**src/rtl/shift_reg_pkg.sv**
```systemverilog
// Shared mode encoding and sizing helper for the universal shift register.
// Both the top level and the frame counter import this package.
package shift_reg_pkg;

  typedef enum logic [1:0] {
    MODE_HOLD = 2'b00,
    MODE_SHL  = 2'b01,
    MODE_SHR  = 2'b10,
    MODE_LOAD = 2'b11
  } shift_mode_e;

  // Counter width for a register of the given width; a 1-bit floor keeps tiny widths legal.
  function automatic int cnt_width(input int width);
    return (width < 2) ? 1 : $clog2(width);
  endfunction

endpackage

```
**src/rtl/shift_frame_cnt.sv**
```systemverilog
// Counts shifts within a WIDTH-bit frame and pulses frame_done for one cycle
// after each completed frame.
module shift_frame_cnt
  import shift_reg_pkg::*;
#(
  parameter int WIDTH = 8,
  localparam int CW = cnt_width(WIDTH)
) (
  input  logic          clk,
  input  logic          rst,
  input  logic          enb,
  input  logic          shift,
  input  logic          clr,
  output logic [CW-1:0] cnt,
  output logic          frame_done
);

  localparam logic [CW-1:0] LAST = CW'(WIDTH - 1);
  localparam logic [CW-1:0] ONE  = CW'(1);

  logic [CW-1:0] r_cnt;
  logic [CW-1:0] w_cnt_nxt;
  logic          r_done;
  logic          w_done_nxt;

  // Next count and pulse; the pulse defaults low so it lasts exactly one cycle.
  always_comb begin
    w_cnt_nxt  = r_cnt;
    w_done_nxt = 1'b0;
    if (!enb) begin
      w_cnt_nxt = r_cnt;
    end else if (clr) begin
      w_cnt_nxt = '0;
    end else if (shift) begin
      if (r_cnt == LAST) begin
        w_cnt_nxt  = '0;
        w_done_nxt = 1'b1;
      end else begin
        w_cnt_nxt = r_cnt + ONE;
      end
    end else begin
      w_cnt_nxt = r_cnt;
    end
  end

  // Counter and pulse registers.
  always_ff @(posedge clk or posedge rst) begin
    if (rst) begin
      r_cnt  <= '0;
      r_done <= 1'b0;
    end else begin
      r_cnt  <= w_cnt_nxt;
      r_done <= w_done_nxt;
    end
  end

  assign cnt        = r_cnt;
  assign frame_done = r_done;

endmodule

```
**src/rtl/shift_reg_universal.sv**
```systemverilog
// Universal shift register: hold, shift-left, shift-right and parallel load,
// with serial taps at both ends and a per-frame shift counter.
module shift_reg_universal
  import shift_reg_pkg::*;
#(
  parameter int               WIDTH   = 8,
  parameter logic [WIDTH-1:0] RST_VAL = '0,
  localparam int              CW      = cnt_width(WIDTH)
) (
  input  logic             clk,
  input  logic             rst,
  input  logic             enb,
  input  logic [1:0]       mode,
  input  logic             sin_l,
  input  logic             sin_r,
  input  logic [WIDTH-1:0] pin,
  output logic [WIDTH-1:0] pout,
  output logic             sout_l,
  output logic             sout_r,
  output logic [CW-1:0]    cnt,
  output logic             frame_done
);

  logic [WIDTH-1:0] r_data;
  logic [WIDTH-1:0] w_data_nxt;
  shift_mode_e      w_mode;
  logic             w_shift;
  logic             w_clr;

  assign w_mode  = shift_mode_e'(mode);
  assign w_shift = (w_mode == MODE_SHL) || (w_mode == MODE_SHR);
  assign w_clr   = (w_mode == MODE_LOAD);

  // Mode mux selecting the next register contents.
  always_comb begin
    w_data_nxt = r_data;
    case (w_mode)
      MODE_HOLD: w_data_nxt = r_data;
      MODE_SHL:  w_data_nxt = {r_data[WIDTH-2:0], sin_l};
      MODE_SHR:  w_data_nxt = {sin_r, r_data[WIDTH-1:1]};
      MODE_LOAD: w_data_nxt = pin;
      default:   w_data_nxt = r_data;
    endcase
  end

  // Data register; enb low freezes it regardless of mode.
  always_ff @(posedge clk or posedge rst) begin
    if (rst) begin
      r_data <= RST_VAL;
    end else if (enb) begin
      r_data <= w_data_nxt;
    end else begin
      r_data <= r_data;
    end
  end

  shift_frame_cnt #(
    .WIDTH (WIDTH)
  ) u_frame_cnt (
    .clk        (clk),
    .rst        (rst),
    .enb        (enb),
    .shift      (w_shift),
    .clr        (w_clr),
    .cnt        (cnt),
    .frame_done (frame_done)
  );

  assign pout   = r_data;
  assign sout_l = r_data[WIDTH-1];
  assign sout_r = r_data[0];

endmodule
```
**config.mk**
```make
export PLATFORM = sky130hd
export DESIGN_NAME = shift_reg_universal
export DESIGN_NICKNAME = d
export VERILOG_FILES = /design/src/rtl/shift_reg_pkg.sv /design/src/rtl/shift_frame_cnt.sv /design/src/rtl/shift_reg_universal.sv
export SDC_FILE = /design/constraint.sdc
export NUM_CORES = 1
export LEC_CHECK = 0
export ABC_AREA = 0
export BUFFER_PORTS_ARGS = -buffer_cell sky130_fd_sc_hd__buf_2
export CAP_MARGIN = 20
export CORE_AREA = 2 2 44 46
export CTS_BUF_LIST = sky130_fd_sc_hd__clkbuf_2
export DETAILED_ROUTE_END_ITERATION = 12
export DIE_AREA = 0 0 46 48
export GPL_TIMING_DRIVEN = 0
export PLACE_DENSITY = 0.7
export SYNTH_ARGS = -nofsm -noshare
export SYNTH_HDL_FRONTEND = slang
export SYNTH_HIERARCHICAL = 1
export SYNTH_SLANG_ARGS = --single-unit
```
**constraint.sdc**
```tcl
create_clock -name clk -period 1.75 [get_ports clk]
set_clock_uncertainty 0.2 [all_clocks]
set_input_delay 0.35 -clock clk [delete_from_list [all_inputs] [get_ports clk]]
set_output_delay 0.35 -clock clk [all_outputs]
set_load 0.005 [all_outputs]
```
==> metrics.cfg, run 1 <==
[run_status]
status = complete, no violations

[critical_path]
crit_fanout = 5
crit_chain = ha_1 -> ha_1 -> nand4bb_1 -> o211ai_1
slowest_delay_ns = 0.43
worstSetupStartpointType = flip-flop
critPathMostFrequentCell = ha_1
arrival_ns = 1.45
worst_r2r_path_depth = 4
crit_family = flip-flops
criticalPathCategory = reg2reg
critPathSlowestCell = dfrtp_1
worstSetupEndpointType = flip-flop
regToRegStartpoint = u_frame_cnt/cnt[0]
ff2ff_setup_slack_ns = 0.27
timing.rr.end = u_frame_cnt/cnt[0]
critPathRequiredTime_ns = 1.72
critPathBufInv = 0

[clock_network]
cts_made_buffers = 3
htreeDepth = 1
clkTransAtPathRegs_ns = 0.11
cts_buffer_depth = 2
cts.sinks = 12
worstSkewPairLatency_ns = 0.25
cts-root-buf = clkbuf_2
cts_tree = yes

[finish]
fin_nets = 126
area.growth.synth_to_final_pct = 25.5
antennaDiodeCount = 0
final_layout_size_suffix_gt1_frac = 0.398
final_cells = 120
final_cell_area_um2 = 917

[placed_design]
pre_cts_ws_ns = 0.156
port_buffers = 28
place_area_um2 = 892
dpl.hpwl_um = 1170
place.gp.congestion = 0.761
placed_cells_incl_taps = 116

[floorplan]
dieWidth_um = 46
die_h_um = 48
pin_count = 29
coreArea_mm2 = 0.00169
rows = 15
start_util = 0.433
dieArea_mm2 = 0.00221

[synth]
synth_common_cells = dfrtp_1, a22oi_1, a31oi_1, nand2_1
yosysWarningCount = 6
synth_edf_count = 0
ys.flop_type = dfrtp_1
synth_area_um2 = 731
syn-num-nets = 92
syn_area_per_cell_um2 = 10.3
yosysTopAreaCell = dfrtp_1
yosysMostFrequentCell = dfrtp_1
seq_area_frac_synth = 0.411
synthArstFlopShare = 1.00
syn_inst = 71
synthDistinctLibCells = 22
synth_area_leaders = dfrtp_1, ha_1, a22oi_1, a31oi_1, nand2_1
ys_ff_latch = 12
synth_top_area_share = 0.411

[drt]
drt_wl_total_um = 1520
antenna_left = 0
vias_per_cell = 5.21
drc = 0
wl_per_cell_um = 12.6
drt_iter0_drc = 25
dr.pass1.iters = 4
vias = 625

[global_route]
grt_antenna_before_repair = 0
grtUsageTotal = 0.158
grt_start_max_net_pins = 11
first_global_vias = 537
grt_overflow = 0
grt_pass1_wl_um = 2440

[timing]
fin_ws_ns = 0.268
tightest_slew_ns = 0.319
slew_violations = 0
rsz0062_at_grt = no
fin_setup_tns_ns = 0
finalCriticalPeriod_ns = 1.48
hold_violations = 0
relSlewSlack = 0.787
final.period_utilization = 0.847
fmax_mhz = 675
setup_viol_count_final = 0

[worst_hold_path]
hold_class = in2reg
min_path_cells = 3
min_to = pout[2]
worstHoldStart = pin[2]

[pwr]
ir_worst_vdd_mv = 0.349
p_per_area_mw_per_mm2 = 869
finalPower_w = 0.000797
p_leak_nw = 0.467

[job]
max-cap-violations = 0

-- tightest hold or removal path: stages --
cell and delay (ns):
buf_2 0.09, nand2_1 0.05, a31oi_1 0.06
-- placed cells by master, fill, tap and decap left out --
cell	n
nor2_2	2
or3b_1	1
dlygate4sd3_1	1
nor2_1	6
or2b_1	1
and2_1	1
a22oi_1	8
buf_4	2
nor2b_4	1
o211ai_1	1
o21a_4	1
and3b_1	1
o21ai_0	1
buf_8	1
nor2_4	1
clkbuf_2	3
nand2_1	8
inv_1	4
buf_2	28
nand4bb_1	1
dfrtp_1	12
a22o_1	2
buf_6	2
ha_1	6
a31oi_1	8
-- cell type report --
| class | instances | area, µm² |
|---|---|---|
| Buffer | 5 | 52.6 |
| Multi-Input combinational cell | 50 | 363 |
| Clock buffer | 3 | 15.0 |
| Inverter | 4 | 15.0 |
| Tap cell | 17 | 21.3 |
| Timing Repair Buffer | 29 | 150 |
| Fill cell | 145 | 772 |
| Sequential cell | 12 | 300 |
-- logic make-up (layout without fill, tap and decap cells) --
kind of cell,after synthesis,count (layout),share of synthesized area
adders and majority gates,6,6,0.103
and+or+nand+nor,23,23,0.182
AOI/OAI and AO/OA,21,21,0.212
DFF,12,12,0.411
buffers and inverters,9,41,0.0924
-- worst max-delay path by stage --
stage,start,end,slack (ns),depth (start not counted)
floorplan,mode[0],u_frame_cnt/cnt[1],0.34,4
finish,u_frame_cnt/cnt[0],u_frame_cnt/cnt[0],0.27,4
detailed placement,mode[0],u_frame_cnt/cnt[1],0.16,5
CTS,u_frame_cnt/cnt[0],u_frame_cnt/cnt[0],0.25,4
global placement,mode[0],u_frame_cnt/cnt[1],0.17,5
global route,u_frame_cnt/cnt[0],u_frame_cnt/cnt[0],0.21,4
-- metal layers --
layer  track usage  vias up  wire (µm)
li1              -      317          -
met1         0.234      280        719
met2         0.206       24        661
met3        0.0302        4        105
met4         0.103        0         28
met5             0        -          0
-- metrics by stage --
stage | util | hold WS, ns
4_1_cts | 0.543 | 0.114
3_3_place_gp | 0.528 | 0.0514
5_1_grt | 0.543 | 0.138
3_5_place_dp | 0.528 | 0.0531
6_report | 0.543 | 0.124
2_1_floorplan | - | -0.0839
-- state kept, by name, summed over array words and instances (netlist names) --
name,count
pout,8
u_frame_cnt/cnt,3
u_frame_cnt/frame_done,1
-- report_power, final --
part	leakage [nW]	total (W)	switching (W)	internal (W)
Combinational	0.312	0.000270	0.000116	0.000154
Clock	0.0125	0.000127	0.0000803	0.0000468
Sequential	0.142	0.000401	0.0000635	0.000337
Total	0.467	0.000797	0.000260	0.000538
-- what timing repair did --
action / in CTS / in global routing
resized for setup: 0 / 0
buffers inserted: 0 / 0
endpoints found under the hold margin: 12 / 0
hold buffers: 1 / 0
Note: power is estimated with default switching activity, not from simulation.
==> run 2, diff against run 1 <==
--- a/config.mk
+++ b/config.mk
@@ -13,7 +13,7 @@
 export DETAILED_ROUTE_END_ITERATION = 12
 export DIE_AREA = 0 0 46 48
 export GPL_TIMING_DRIVEN = 0
-export PLACE_DENSITY = 0.7
+export PLACE_DENSITY = 0.73
 export SYNTH_ARGS = -nofsm -noshare
 export SYNTH_HDL_FRONTEND = slang
 export SYNTH_HIERARCHICAL = 1
==> constraint.sdc (replaced) <==
create_clock -name clk -period 1.25 [get_ports clk]
set_clock_uncertainty 0.2 [all_clocks]
set_input_delay 0.25 -clock clk [delete_from_list [all_inputs] [get_ports clk]]
set_output_delay 0.25 -clock clk [all_outputs]
set_load 0.005 [all_outputs]
==> run 2 against run 1 <==
The flow now finishes with violations (negative setup slack). Critical path depth stayed put. Non-clock buffer count is 10 higher. Critical path type unchanged. Register-to-register slack worse by 0.40 ns. First-iteration DRC count is 52% lower. Largest cell class unchanged. Core utilization is 7.6 points higher. Global-route usage hardly changed. Sequential cell count stayed put. Via count is 11% higher. Worst hold slack worse by 0.11 ns. Critical endpoint unchanged. Setup slack worse by 0.40 ns. Final area is 14% higher. Die area stayed put.
==> metrics.cfg, run 2 (synthesized netlist as in run 1, its figures left out) <==
[pwr]
p_switching_w = 0.000421
pwr-share-comb = 0.430
swShare = 0.326
p_int_w = 0.000871
ir_worst_vdd_mv = 0.776
p_leak_nw = 0.516
finalPower_w = 0.00129
p_seq_frac = 0.415
p_per_area_mw_per_mm2 = 1240
clockPowerShare = 0.156

[timing]
tightest_slew_ns = 0.324
relSlewSlack = 0.784
setup_viol_count_final = 9
rsz0062_at_grt = yes
finalCriticalPeriod_ns = 1.38
fin_ws_ns = -0.133
fmax_mhz = 723
hold_violations = 0
final.period_utilization = 1.11
slew_violations = 0
fin_setup_tns_ns = -0.576

[clock_network]
clkTransAtPathRegs_ns = 0.12
cts_buffer_depth = 2
htreeDepth = 1
cts.sinks = 12
worstSkewPairLatency_ns = 0.27
cts-root-buf = clkbuf_2
cts_made_buffers = 3
cts_tree = yes

[floorplan]
start_util = 0.433
pin_count = 29
dieWidth_um = 46
coreArea_mm2 = 0.00169
die_h_um = 48
rows = 15
dieArea_mm2 = 0.00221

[drt]
wl_per_cell_um = 12.8
drc = 0
antenna_left = 0
vias = 692
drt_iter0_drc = 12
dr.pass1.iters = 4
vias_per_cell = 5.28
drt_wl_total_um = 1680

[worst_hold_path]
hold_class = in2reg

[run_status]
violations = negative setup slack
status = finished, violations left

[placed_design]
port_buffers = 28
place.gp.congestion = 0.758
pre_cts_ws_ns = -0.242
place_area_um2 = 922
dpl.hpwl_um = 1240

[finish]
fin_nets = 136
final_cell_mix = buf_2, dfrtp_1, buf_4
final_common_cell = buf_2
area.growth.synth_to_final_pct = 43.2
final_cell_area_mm2 = 0.00105
antennaDiodeCount = 0
largest_register_ffs = 8
final_layout_size_suffix_gt1_frac = 0.500

[critical_path]
regToRegStartpoint = u_frame_cnt/cnt[0]
timing.rr.end = u_frame_cnt/cnt[0]
worst_r2r_path_depth = 4
criticalPathCategory = reg2reg
crit_end = u_frame_cnt/cnt[0]
worstSetupEndpointType = flip-flop
ff2ff_setup_slack_ns = -0.13
crit_fanout = 3
critPathLaunch = u_frame_cnt/cnt[0]
arrival_ns = 1.38
critPathRequiredTime_ns = 1.25
worstSetupStartpointType = flip-flop

[global_route]
grt_overflow = 0
grt_antenna_before_repair = 0
grtUsageTotal = 0.158
first_global_vias = 619
grt_pass1_wl_um = 2450
grt_start_max_net_pins = 11

[job]
max-cap-violations = 0

[run 2: metal layers]
metal	vias up	global-route usage	routed length, µm
met4	0	0.0343	4
met2	25	0.308	886
li1	340	-	-
met1	325	0.159	684
met3	2	0.0604	105
met5	-	0	0
[run 2: final cells by class]
class | instances | area [µm²]
plain buffers | 5 | 60.1
clock buffers | 3 | 15.0
clock inverters | 1 | 3.75
fillers | 155 | 643
inverters | 4 | 15.0
multi-input cells | 50 | 393
flip-flops and latches | 12 | 300
well taps | 17 | 21.3
repair buffers | 39 | 238
[run 2: stage by stage]
stage               cells  hold slack, ns   util
floorplan              71          -0.184      -
global placement      116         -0.0512  0.546
detailed placement    116         -0.0470  0.546
CTS                   131         0.00884  0.613
global route          131          0.0190  0.619
finish                131          0.0126  0.619
[run 2: power by group through the flow]
stage,sequential [W],combinational (W),clock [W]
2_1_floorplan,0.000568,0.000232,0
3_3_place_gp,0.000568,0.000385,0
3_5_place_dp,0.000573,0.000401,0
4_1_cts,0.000534,0.000549,0.000213
5_1_grt,0.000547,0.000615,0.000225
6_report,0.000536,0.000555,0.000201
[run 2: how the worst min path moves through the flow]
stage | start | end | cells after the start
2_1_floorplan | rst | u_frame_cnt/cnt[0] | 1
3_3_place_gp | rst | u_frame_cnt/frame_done | 2
3_5_place_dp | rst | u_frame_cnt/cnt[2] | 2
4_1_cts | pin[3] | pout[3] | 3
5_1_grt | pin[3] | pout[3] | 3
6_report | pin[2] | pout[2] | 3
[run 2: timing repair]
action | 4_1_cts | 5_1_grt
endpoints found under the hold margin | 12 | 0
hold buffers | 1 | 0
resized for setup | 2 | 2
endpoints found under the setup margin | 15 | 16
setup buffers | 10 | 0
pin swaps | 2 | 0
[run 2: worst max-delay path, stage by stage (launching register included)]
cell	delay (ns)
dfrtp_1	0.42
ha_2	0.20
ha_4	0.15
nand4bb_1	0.17
o211ai_1	0.16
